`src/rtl/mem_arbiter.sv`:
```
// Two-port round-robin arbiter that sequences fixed-length block bursts
// from the instruction and data refill paths onto one pipelined memory port.
module mem_arbiter #(
  parameter int unsigned ADDR_W      = 9,
  parameter int unsigned DATA_W      = 32,
  parameter int unsigned BLOCK_WORDS = 4,
  parameter int unsigned MEM_LAT     = 1,
  localparam int unsigned BW_LOG     = $clog2(BLOCK_WORDS)
) (
  input  logic              clk,
  input  logic              rstn,

  input  logic              i_req,
  input  logic              i_we,
  input  logic [ADDR_W-1:0] i_addr,
  input  logic [DATA_W-1:0] i_wdata,
  output logic              i_gnt,
  output logic [BW_LOG-1:0] i_beat,
  output logic              i_rvalid,
  output logic [DATA_W-1:0] i_rdata,
  output logic              i_done,

  input  logic              d_req,
  input  logic              d_we,
  input  logic [ADDR_W-1:0] d_addr,
  input  logic [DATA_W-1:0] d_wdata,
  output logic              d_gnt,
  output logic [BW_LOG-1:0] d_beat,
  output logic              d_rvalid,
  output logic [DATA_W-1:0] d_rdata,
  output logic              d_done,

  output logic              mem_en,
  output logic              mem_we,
  output logic [ADDR_W-1:0] mem_addr,
  output logic [DATA_W-1:0] mem_wdata,
  input  logic [DATA_W-1:0] mem_rdata
);

  localparam int unsigned CNT_W = BW_LOG + 1;
  localparam logic [BW_LOG-1:0] LAST_BEAT = BW_LOG'(BLOCK_WORDS - 1);
  localparam logic [ADDR_W-1:0] BLK_MASK  = ~ADDR_W'(BLOCK_WORDS - 1);

  typedef enum logic [2:0] {IDLE, WR, RD, DONE, GAP} state_t;

  state_t              state_q, state_d;
  logic                owner_q, owner_d;   // 0 = port I, 1 = port D
  logic                prio_q, prio_d;     // port favoured on the next tie
  logic [ADDR_W-1:0]   base_q, base_d;
  logic [CNT_W-1:0]    icnt_q, icnt_d;     // issue counter; MSB set once all beats issued
  logic [BW_LOG-1:0]   rcnt_q, rcnt_d;     // read return counter
  logic [MEM_LAT-1:0]  pipe_q, pipe_d;     // in-flight read tracker

  logic                sel;
  logic                wr_beat;
  logic                rd_issue;
  logic                ret;
  logic                busy;
  logic [BW_LOG-1:0]   beat;
  logic [DATA_W-1:0]   wdata_sel;

  assign ret = pipe_q[MEM_LAT-1];

  always_ff @(posedge clk or negedge rstn) begin
    if (!rstn) begin
      state_q <= IDLE;
      owner_q <= 1'b0;
      prio_q  <= 1'b0;
      base_q  <= '0;
      icnt_q  <= '0;
      rcnt_q  <= '0;
      pipe_q  <= '0;
    end else begin
      state_q <= state_d;
      owner_q <= owner_d;
      prio_q  <= prio_d;
      base_q  <= base_d;
      icnt_q  <= icnt_d;
      rcnt_q  <= rcnt_d;
      pipe_q  <= pipe_d;
    end
  end

  // Arbitration, burst sequencing and read-return tracking
  always_comb begin
    state_d  = state_q;
    owner_d  = owner_q;
    prio_d   = prio_q;
    base_d   = base_q;
    icnt_d   = icnt_q;
    rcnt_d   = rcnt_q;
    sel      = 1'b0;
    wr_beat  = 1'b0;
    rd_issue = 1'b0;

    case (state_q)
      IDLE: begin
        if (i_req || d_req) begin
          sel = (i_req && d_req) ? prio_q : d_req;
          if (i_req && d_req) prio_d = ~prio_q;
          owner_d = sel;
          base_d  = (sel ? d_addr : i_addr) & BLK_MASK;
          icnt_d  = '0;
          rcnt_d  = '0;
          state_d = (sel ? d_we : i_we) ? WR : RD;
        end
      end
      WR: begin
        wr_beat = 1'b1;
        icnt_d  = icnt_q + CNT_W'(1);
        if (icnt_q[BW_LOG-1:0] == LAST_BEAT) state_d = DONE;
      end
      RD: begin
        rd_issue = ~icnt_q[BW_LOG];
        if (rd_issue) icnt_d = icnt_q + CNT_W'(1);
        if (ret) begin
          rcnt_d = rcnt_q + BW_LOG'(1);
          if (rcnt_q == LAST_BEAT) state_d = DONE;
        end
      end
      DONE:    state_d = GAP;
      GAP:     state_d = IDLE;
      default: state_d = IDLE;
    endcase

    pipe_d = MEM_LAT'({pipe_q, rd_issue});
  end

  // Output decode; only the owner sees non-zero values
  assign busy      = (state_q == WR) || (state_q == RD) || (state_q == DONE);
  assign wdata_sel = owner_q ? d_wdata : i_wdata;

  assign mem_en    = wr_beat | rd_issue;
  assign mem_we    = wr_beat;
  assign mem_addr  = mem_en ? (base_q + ADDR_W'(icnt_q[BW_LOG-1:0])) : '0;
  assign mem_wdata = wr_beat ? wdata_sel : '0;

  assign beat = wr_beat ? icnt_q[BW_LOG-1:0] : (ret ? rcnt_q : '0);

  assign i_gnt    = busy & ~owner_q;
  assign d_gnt    = busy & owner_q;
  assign i_beat   = owner_q ? '0 : beat;
  assign d_beat   = owner_q ? beat : '0;
  assign i_rvalid = ret & ~owner_q;
  assign d_rvalid = ret & owner_q;
  assign i_rdata  = i_rvalid ? mem_rdata : '0;
  assign d_rdata  = d_rvalid ? mem_rdata : '0;
  assign i_done   = (state_q == DONE) & ~owner_q;
  assign d_done   = (state_q == DONE) & owner_q;

endmodule

```
`config.mk`:
```
export PLATFORM = sky130hd
export DESIGN_NAME = mem_arbiter
export DESIGN_NICKNAME = d
export VERILOG_FILES = /design/src/rtl/mem_arbiter.sv
export SDC_FILE = /design/constraint.sdc
export NUM_CORES = 1
export LEC_CHECK = 0
export BUFFER_PORTS_ARGS = -buffer_cell sky130_fd_sc_hd__buf_2
export CAP_MARGIN = 0
export CORE_AREA = 2 2 91 93
export CTS_CLUSTER_DIAMETER = 100
export DETAILED_ROUTE_END_ITERATION = 7
export DIE_AREA = 0 0 93 95
export PLACE_DENSITY = 0.75
export SKIP_CTS_REPAIR_TIMING = 1
export SKIP_LAST_GASP = 1
export SLEW_MARGIN = 20
export SYNTH_ARGS = -nofsm -noshare
export SYNTH_HDL_FRONTEND = slang
export SYNTH_SLANG_ARGS = --single-unit
```
`constraint.sdc`:
```
create_clock -name clk -period 1.9 [get_ports clk]
set_input_delay 0.19 -clock clk [delete_from_list [all_inputs] [get_ports clk]]
set_output_delay 0.19 -clock clk [all_outputs]
set_load 0.03 [all_outputs]
```
# After elaboration in Yosys (flattened, before gate mapping)
# Index checks and enable logic that the tools add are counted.
word_totals:
  elab_cells: 70
  ff_bits: 18
op_classes:
  n_mux: 26
  n_addsub: 3
  bitwise_logic: 10
  eq_ne: 10
  n_reduce_logical: 13
op_table:
  columns: ["cell", "count"]
  rows:
  - ["two-way mux 32 bit", 4]
  - ["two-way mux 3 bit", 6]
  - ["two-way mux 9 bit", 2]
  - ["two-way mux 2 bit", 7]
  - ["case mux 3 bit (4 select lines)", 1]
  - ["inequality test 2 bit (second input constant)", 5]
  - ["adder 9 x 2 -> 9 bit", 1]
  - ["case mux 3 bit (3 select lines)", 1]
  - ["AND reduction 3 bit", 3]
  - ["bitwise AND 1 bit", 6]
  - ["equality test 3 x 2 -> 1 bit (second input constant)", 2]
  - ["equality test 2 bit (second input constant)", 2]
  - ["two-way mux 1 bit", 4]
  - ["case mux 2 bit (2 select lines)", 1]
  - ["AND reduction 2 bit", 2]
  - ["AND reduction 4 bit", 1]
  - ["adder 3 x 1 -> 3 bit (second input constant)", 1]
  - ["equality test 3 x 1 -> 1 bit (second input constant)", 1]
  - ["zero test 3 bit", 1]
  - ["logical OR 1 bit", 3]
  - ["NOT 1 bit", 3]
  - ["nonzero test 3 bit", 1]
  - ["adder 2 x 1 -> 2 bit (second input constant)", 1]
  - ["nonzero test 2 bit", 1]
  - ["2 further kinds", 2]

# Logic depth before layout (Yosys ltp)
# Gate-level depths: netlist of run 1.
depth:
  ltp_word: 6
  mapped_depth: 6
  depth_no_buf: 6

# Worst setup path after synthesis of run 1
# OpenSTA, ideal clock, no wires.
synth_timing:
  path_type: "register to output"
  start: "reg owner_q"
  end: "out d_gnt"
  slack_ns: 0.098
  t_arrival_ns: 1.612
  required_time_ns: 1.710
  path_stages_with_launch: 5
  path_cell_list: "dfrtp_1 -> clkbuf_1 -> buf_2 -> inv_1 -> nor3_1"
synth_between:
  elab_chain_len: 1
synth_rtl:
  columns: ["item", "line", "rtl"]
  rows:
  - ["from (decl)", "47", "logic owner_q, owner_d;"]
  - ["from (signal assigned)", "75", "owner_q <= owner_d;"]
  - ["bitwise AND 1 bit", "141", "assign d_gnt = busy & owner_q;"]
  - ["to (decl)", "27", "output logic d_gnt,"]
# No other way between the ends.

# Worst setup path in the final report of run 1
layout_timing:
  start: "reg state_q[1]"
  end: "out mem_addr[5]"
layout_between:
  elab_chain_len: 4
  elab_cells_between_ends: 6
  cone_classes: "2 x eq/ne; 3 x mux; 1 x bitwise"
layout_rtl:
  columns: ["item", "line", "rtl"]
  rows:
  - ["from (decl)", "46", "state_t state_q, state_d;"]
  - ["from (signal assigned)", "74", "state_q <= state_d;"]
  - ["equality test 3 x 1 -> 1 bit / equality test 3 x 2 -> 1 bit (equally long branches)", "96", "case (state_q)"]
  - ["two-way mux 1 bit", "96", null]
  - ["bitwise OR 1 bit (*)", "133", "assign mem_en = wr_beat | rd_issue;"]
  - ["two-way mux 9 bit (*)", "135", "assign mem_addr = mem_en ? (base_q + ADDR_W'(icnt_q[BW_LOG-1:0])) : '0;"]
  - ["to (decl)", "35", "output logic [ADDR_W-1:0] mem_addr,"]
# Every way passes the cells marked *; elsewhere a longest branch is shown, timed or not.

==> results of run 1 <==
[metal layers]
layer | routed length (µm) | vias up | part of all wire (%)
met2 | 4730 | 126 | 50
li1 | - | 1422 | -
met5 | 0 | - | 0
met3 | 640 | 12 | 6.7
met4 | 155 | 0 | 1.6
met1 | 3970 | 1329 | 42
[where the power goes]
group | switching (mW) | internal [mW] | leakage [nW]
Clock | 0.132 | 0.149 | 0.0228
Combinational | 2.95 | 1.94 | 1.93
Sequential | 0.184 | 0.575 | 0.213
Total | 3.26 | 2.66 | 2.17
[final timing paths]
check / startpoint / endpoint / slack [ps] / cells past startpoint
setup reg to reg: state_q[0] / icnt_q[0] / 320 / 5
hold / removal: d_addr[4] / base_q[4] / 200 / 3
max in group asynchronous: rstn / state_q[0] / 1200 / 2
min in group asynchronous: rstn / prio_q / 380 / 2
hold reg to reg: prio_q / prio_q / 520 / 1
setup / recovery: state_q[1] / mem_addr[5] / 4 / 5
[worst max-delay path, stage by stage, from the launching register on]
cell and delay (ps):
dfrtp_2 420, or3b_1 370, a21oi_2 230, buf_6 160, and2_4 140, buf_6 120
[cell families after synthesis]
family / synth area share [%]
buffers and inverters: 7.64
xor gates and xnor gates: 0.418
AOI/OAI and AO/OA: 11.2
DFF: 21.5
adders and majority gates: 1.79
and+or+nand+nor: 40.2
muxes: 17.3
[area by class of cell]
type,count,area share [%]
Tap cell,105,3.64
Sequential cell,18,12.6
Timing Repair Buffer,252,39.9
Inverter,5,0.520
Clock buffer,4,1.25
Multi-Input combinational cell,228,42.1
[state kept, by name, summed over array words and instances, names as in the netlist]
name and count:
icnt_q 3, base_q 7, owner_q 1, rcnt_q 2, pipe_q 1, prio_q 1, state_q 3
[cell usage after synthesis (5+ instances only)]
cell      instances
a31oi_1           8
o21ai_0           9
a21oi_1           9
nand3_1          11
and3_1           32
clkbuf_1         16
mux2i_1          34
nor2_1           39
inv_1             5
dfrtp_1          18
and2_1           47
buf_2             7
[cells in the final DEF, fill, tap and decap left out, types with 3 or more instances in the layout]
cell type / n
nand2_1: 3
inv_1: 5
ha_1: 3
dfrtp_1: 15
o21ai_0: 9
and2_4: 9
buf_4: 14
a21oi_1: 9
a22o_1: 3
nor2b_1: 3
clkbuf_4: 9
clkbuf_8: 3
dfrtp_2: 3
nand3_1: 11
nor3_1: 3
buf_2: 213
buf_6: 13
mux2i_1: 32
and3_1: 32
and2_1: 38
a31oi_1: 8
nor2_1: 39
==> results_dict.tcl, run 1 <==
set metrics [dict create \
    rsz0062_at_grt "true" \
    synth-warning-count 0 \
    setup.worst_path.start_class "flip-flop" \
    grt_max_degree 59 \
    finish.net_count 631 \
    clk_path_buf_depth 2 \
    busiest_layer "met2" \
    dpl.hpwl_mm 7.55 \
    ys.flop_type "dfrtp_1" \
    regArea_um2 454 \
    multi_input_area_um2 1520 \
    antenna_found_initial 0 \
    cp_data_arrival_time_ps 1710 \
    worst_hold_path_type "in2reg" \
    met2_usage_pct 32.3 \
    rows 33 \
    ant_nets 0 \
    dr.pass1.iters 4 \
    cts_buffers 3 \
    timing.final.crit_share_pct 99.8 \
    via_count 2889 \
    grt_pass1_vias 2583 \
    die_w_um 93 \
    insertion_delay_ps 260 \
    cts_tree "done" \
    postPlaceCellArea_um2 3350 \
    timing.hold.ws_ps 205 \
    syn_to_final_growth_pct 72.1 \
    crit_type "reg2out" \
    yosys.area.top_type "dfrtp_1" \
    use_met3_pct 2.23 \
    synth_top_area_share_pct 21.5 \
    status "finished clean" \
    chipHeight_um 95 \
    maxCapViolations 0 \
    synth_nets 402 \
    ys_seq_area_share_pct 21.5 \
    fmax_mhz 527 \
    tns_ps 0 \
    grt_util_all_layers_pct 19.1 \
    synth_area_um2 2100 \
    fillCellCount 821 \
    slew_violations 0 \
    avgSynthCellArea_um2 7.51 \
    wl_per_cell_um 15.5 \
    globalplace.congestion 0.810 \
    path_clk_slew_ps 80 \
    final_area_um2 3610 \
    coreArea_um2 7930 \
    crit_fanout 7 \
    initial_core_util_pct 26.4 \
    synth_cell_types 37 \
    diodes 0 \
    finalSetupViolations 0 \
    ios 237 \
    io_buffer_count 232 \
    drt-total-wl_mm 9.50 \
    cp-end-kind "output port" \
    hold_viol 0 \
    grt_overflow 0 \
    pre_cts_slack_ps 184 \
    synthTopCellsByArea "dfrtp_1 (21%), mux2i_1 (16%), and2_1 (14%)" \
    cts.sinks 18 \
    ys_ff_latch 18 \
    grt_first_pass_wirelength_mm 13.4 \
    critical_path_required_ps 1710 \
    htreeDepth 1 \
    finClkSkew_ps 10.5 \
    finalPower_mw 5.93 \
    cts_root_buffer "clkbuf_8" \
    irDropWorstVdd_mv 1.12 \
    slew_headroom_pct 71.7 \
    power.density_nw_per_um2 1640 \
    final_util_pct 45.5 \
    period_needed_ps 1900 \
    synth-edff-count 0 \
    synthArstFlopShare_pct 100 \
    synth_cells 279 \
    die_area_um2 8840 \
    drive_gt1_share_pct 54.0 \
    tightest_slew_ps 424 \
    vias_per_cell 4.72 \
    drc 0 \
    p_leak_nw 2.17 \
    stdcell_count 612 \
    drt_iter0_drc 77 \
    met1_usage_pct 25.9 \
    fin_ws_ps 4.03 \
    place_inst 600 \
]
No activity file was read; power rests on OpenSTA's default activity.
==> run 2, diff against run 1 <==
--- a/config.mk
+++ b/config.mk
@@ -8,6 +8,7 @@
 export BUFFER_PORTS_ARGS = -buffer_cell sky130_fd_sc_hd__buf_2
 export CAP_MARGIN = 0
 export CORE_AREA = 2 2 91 93
+export CTS_BUF_LIST = sky130_fd_sc_hd__clkbuf_4
 export CTS_CLUSTER_DIAMETER = 100
 export DETAILED_ROUTE_END_ITERATION = 7
 export DIE_AREA = 0 0 93 95
==> run 2 against run 1 <==
  * The flow now finishes with violations (setup timing)
  * Combinational power increased by 3%
  * Critical path depth stayed put
  * Count of clock-buffer cells in the layout did not move
  * First-iteration DRC count is 1.3% lower
  * Core utilization rose by 1.0 points
  * Critical endpoint unchanged
  * Highest routed layer unchanged
==> results_dict.tcl, run 2 (synthesis results as in run 1) <==
set metrics [dict create \
    ant_nets 0 \
    cts.sinks 18 \
    cts_tree "done" \
    period_needed_ps 1960 \
    die_w_um 93 \
    diodes 0 \
    internal_power_mw 2.72 \
    pwr-share-comb_pct 83.6 \
    finalSetupViolations 15 \
    crit_fanout 7 \
    tightest_slew_ps 418 \
    ios 237 \
    rsz0062_at_grt "true" \
    path_clk_slew_ps 120 \
    clk_path_buf_depth 2 \
    seqPwrFrac_pct 12.7 \
    insertion_delay_ps 310 \
    cts_buffers 3 \
    status "finished, violations left" \
    wl_met3_um 633 \
    multi_input_area_um2 1530 \
    syn_to_final_growth_pct 76.0 \
    finClkSkew_ps 12.4 \
    p_leak_nw 2.17 \
    pre_cts_slack_ps 184 \
    dpl.hpwl_mm 7.55 \
    irDropWorstVdd_mv 1.18 \
    grt_util_all_layers_pct 19.1 \
    largest_reg_flops 7 \
    regArea_um2 455 \
    slew_violations 0 \
    power_frac_clock_pct 3.8 \
    rows 33 \
    critical_path_required_ps 1710 \
    timing.final.crit_share_pct 103 \
    hold_viol 0 \
    setup.worst_path.start_class "flip-flop" \
    routed.top_layer "met4" \
    die_area_um2 8840 \
    crit_type "reg2out" \
    mostFrequentLayoutCells "buf_2 (188), buf_4 (47), and2_1 (38), nor2_1 (38)" \
    drt_iter0_drc 76 \
    coreArea_um2 7930 \
    worst_hold_path_type "in2reg" \
    cp_data_arrival_time_ps 1770 \
    finish.net_count 631 \
    timing.hold.ws_ps 145 \
    violations "setup timing" \
    grt_first_pass_wirelength_mm 13.4 \
    drive_gt1_share_pct 54.8 \
    top_regs "base_q (7), icnt_q (3), state_q (3)" \
    cp-end-kind "output port" \
    slew_headroom_pct 72.1 \
    initial_core_util_pct 26.4 \
    route.met2.wl_mm 4.78 \
    maxCapViolations 0 \
    htreeDepth 1 \
    drc 0 \
    met1_length_mm 4.05 \
    fmax_mhz 511 \
    grt_max_degree 59 \
    drt-total-wl_mm 9.63 \
    via_count 2898 \
    cts_root_buffer "clkbuf_4" \
    grt_pass1_vias 2582 \
    switching_share_pct 54.8 \
    tns_ps -530 \
    fin_ws_ps -57.8 \
    globalplace.congestion 0.810 \
    p_switching_mw 3.29 \
    power.density_nw_per_um2 1630 \
    fillCellCount 812 \
    io_buffer_count 232 \
    wl_per_cell_um 15.7 \
    regMostFlops "base_q" \
    finalPower_mw 6.01 \
    dr.pass1.iters 4 \
    antenna_found_initial 0 \
    layout_commonest_cell "buf_2" \
    chipHeight_um 95 \
    vias_per_cell 4.74 \
    grt_overflow 0 \
]
## run 2: stage by stage
step	instance area [µm²]	utilization, %	instances
2_1_floorplan	2100	-	279
3_3_place_gp	3350	42.3	600
3_5_place_dp	3350	42.3	600
4_1_cts	3380	42.6	604
5_1_grt	3690	46.5	612
6_report	3690	46.5	612
## run 2: worst max-delay path: stages (launching register included)
cell and delay [ps]:
dfrtp_2 440, or3b_1 370, a21oi_2 220, buf_6 160, and2_4 140, buf_6 120
## run 2: final timing paths
kind	startpoint	endpoint	slack, ps	depth (start not counted)
hold / removal	d_addr[4]	base_q[4]	150	3
max in group asynchronous	rstn	pipe_q	1250	2
setup / recovery	state_q[1]	mem_addr[5]	-60	5
setup reg to reg	state_q[0]	icnt_q[0]	300	5
min in group asynchronous	rstn	prio_q	320	2
hold reg to reg	prio_q	prio_q	530	1
## run 2: area by class of cell
| class | count | share of cell area (%) |
|---|---|---|
| Multi-Input combinational cell | 228 | 41.6 |
| Timing Repair Buffer | 252 | 41.2 |
| Sequential cell | 18 | 12.3 |
| Tap cell | 105 | 3.56 |
| Clock buffer | 4 | 0.814 |
| Inverter | 5 | 0.509 |
## run 2: per-layer routing
| metal | vias to the layer above | global-route usage (%) |
|---|---|---|
| met5 | - | 0 |
| met4 | 0 | 5.02 |
| met3 | 12 | 2.23 |
| met2 | 128 | 32.7 |
| met1 | 1338 | 25.7 |
| li1 | 1420 | - |
## run 2: power by group through the flow
stage / Clock [mW] / Combinational, mW / Sequential (mW)
2_1_floorplan: 0 / 3.18 / 0.677
3_3_place_gp: 0 / 4.23 / 0.745
3_5_place_dp: 0 / 4.30 / 0.758
4_1_cts: 0.225 / 4.32 / 0.749
5_1_grt: 0.247 / 5.36 / 0.796
6_report: 0.226 / 5.02 / 0.761
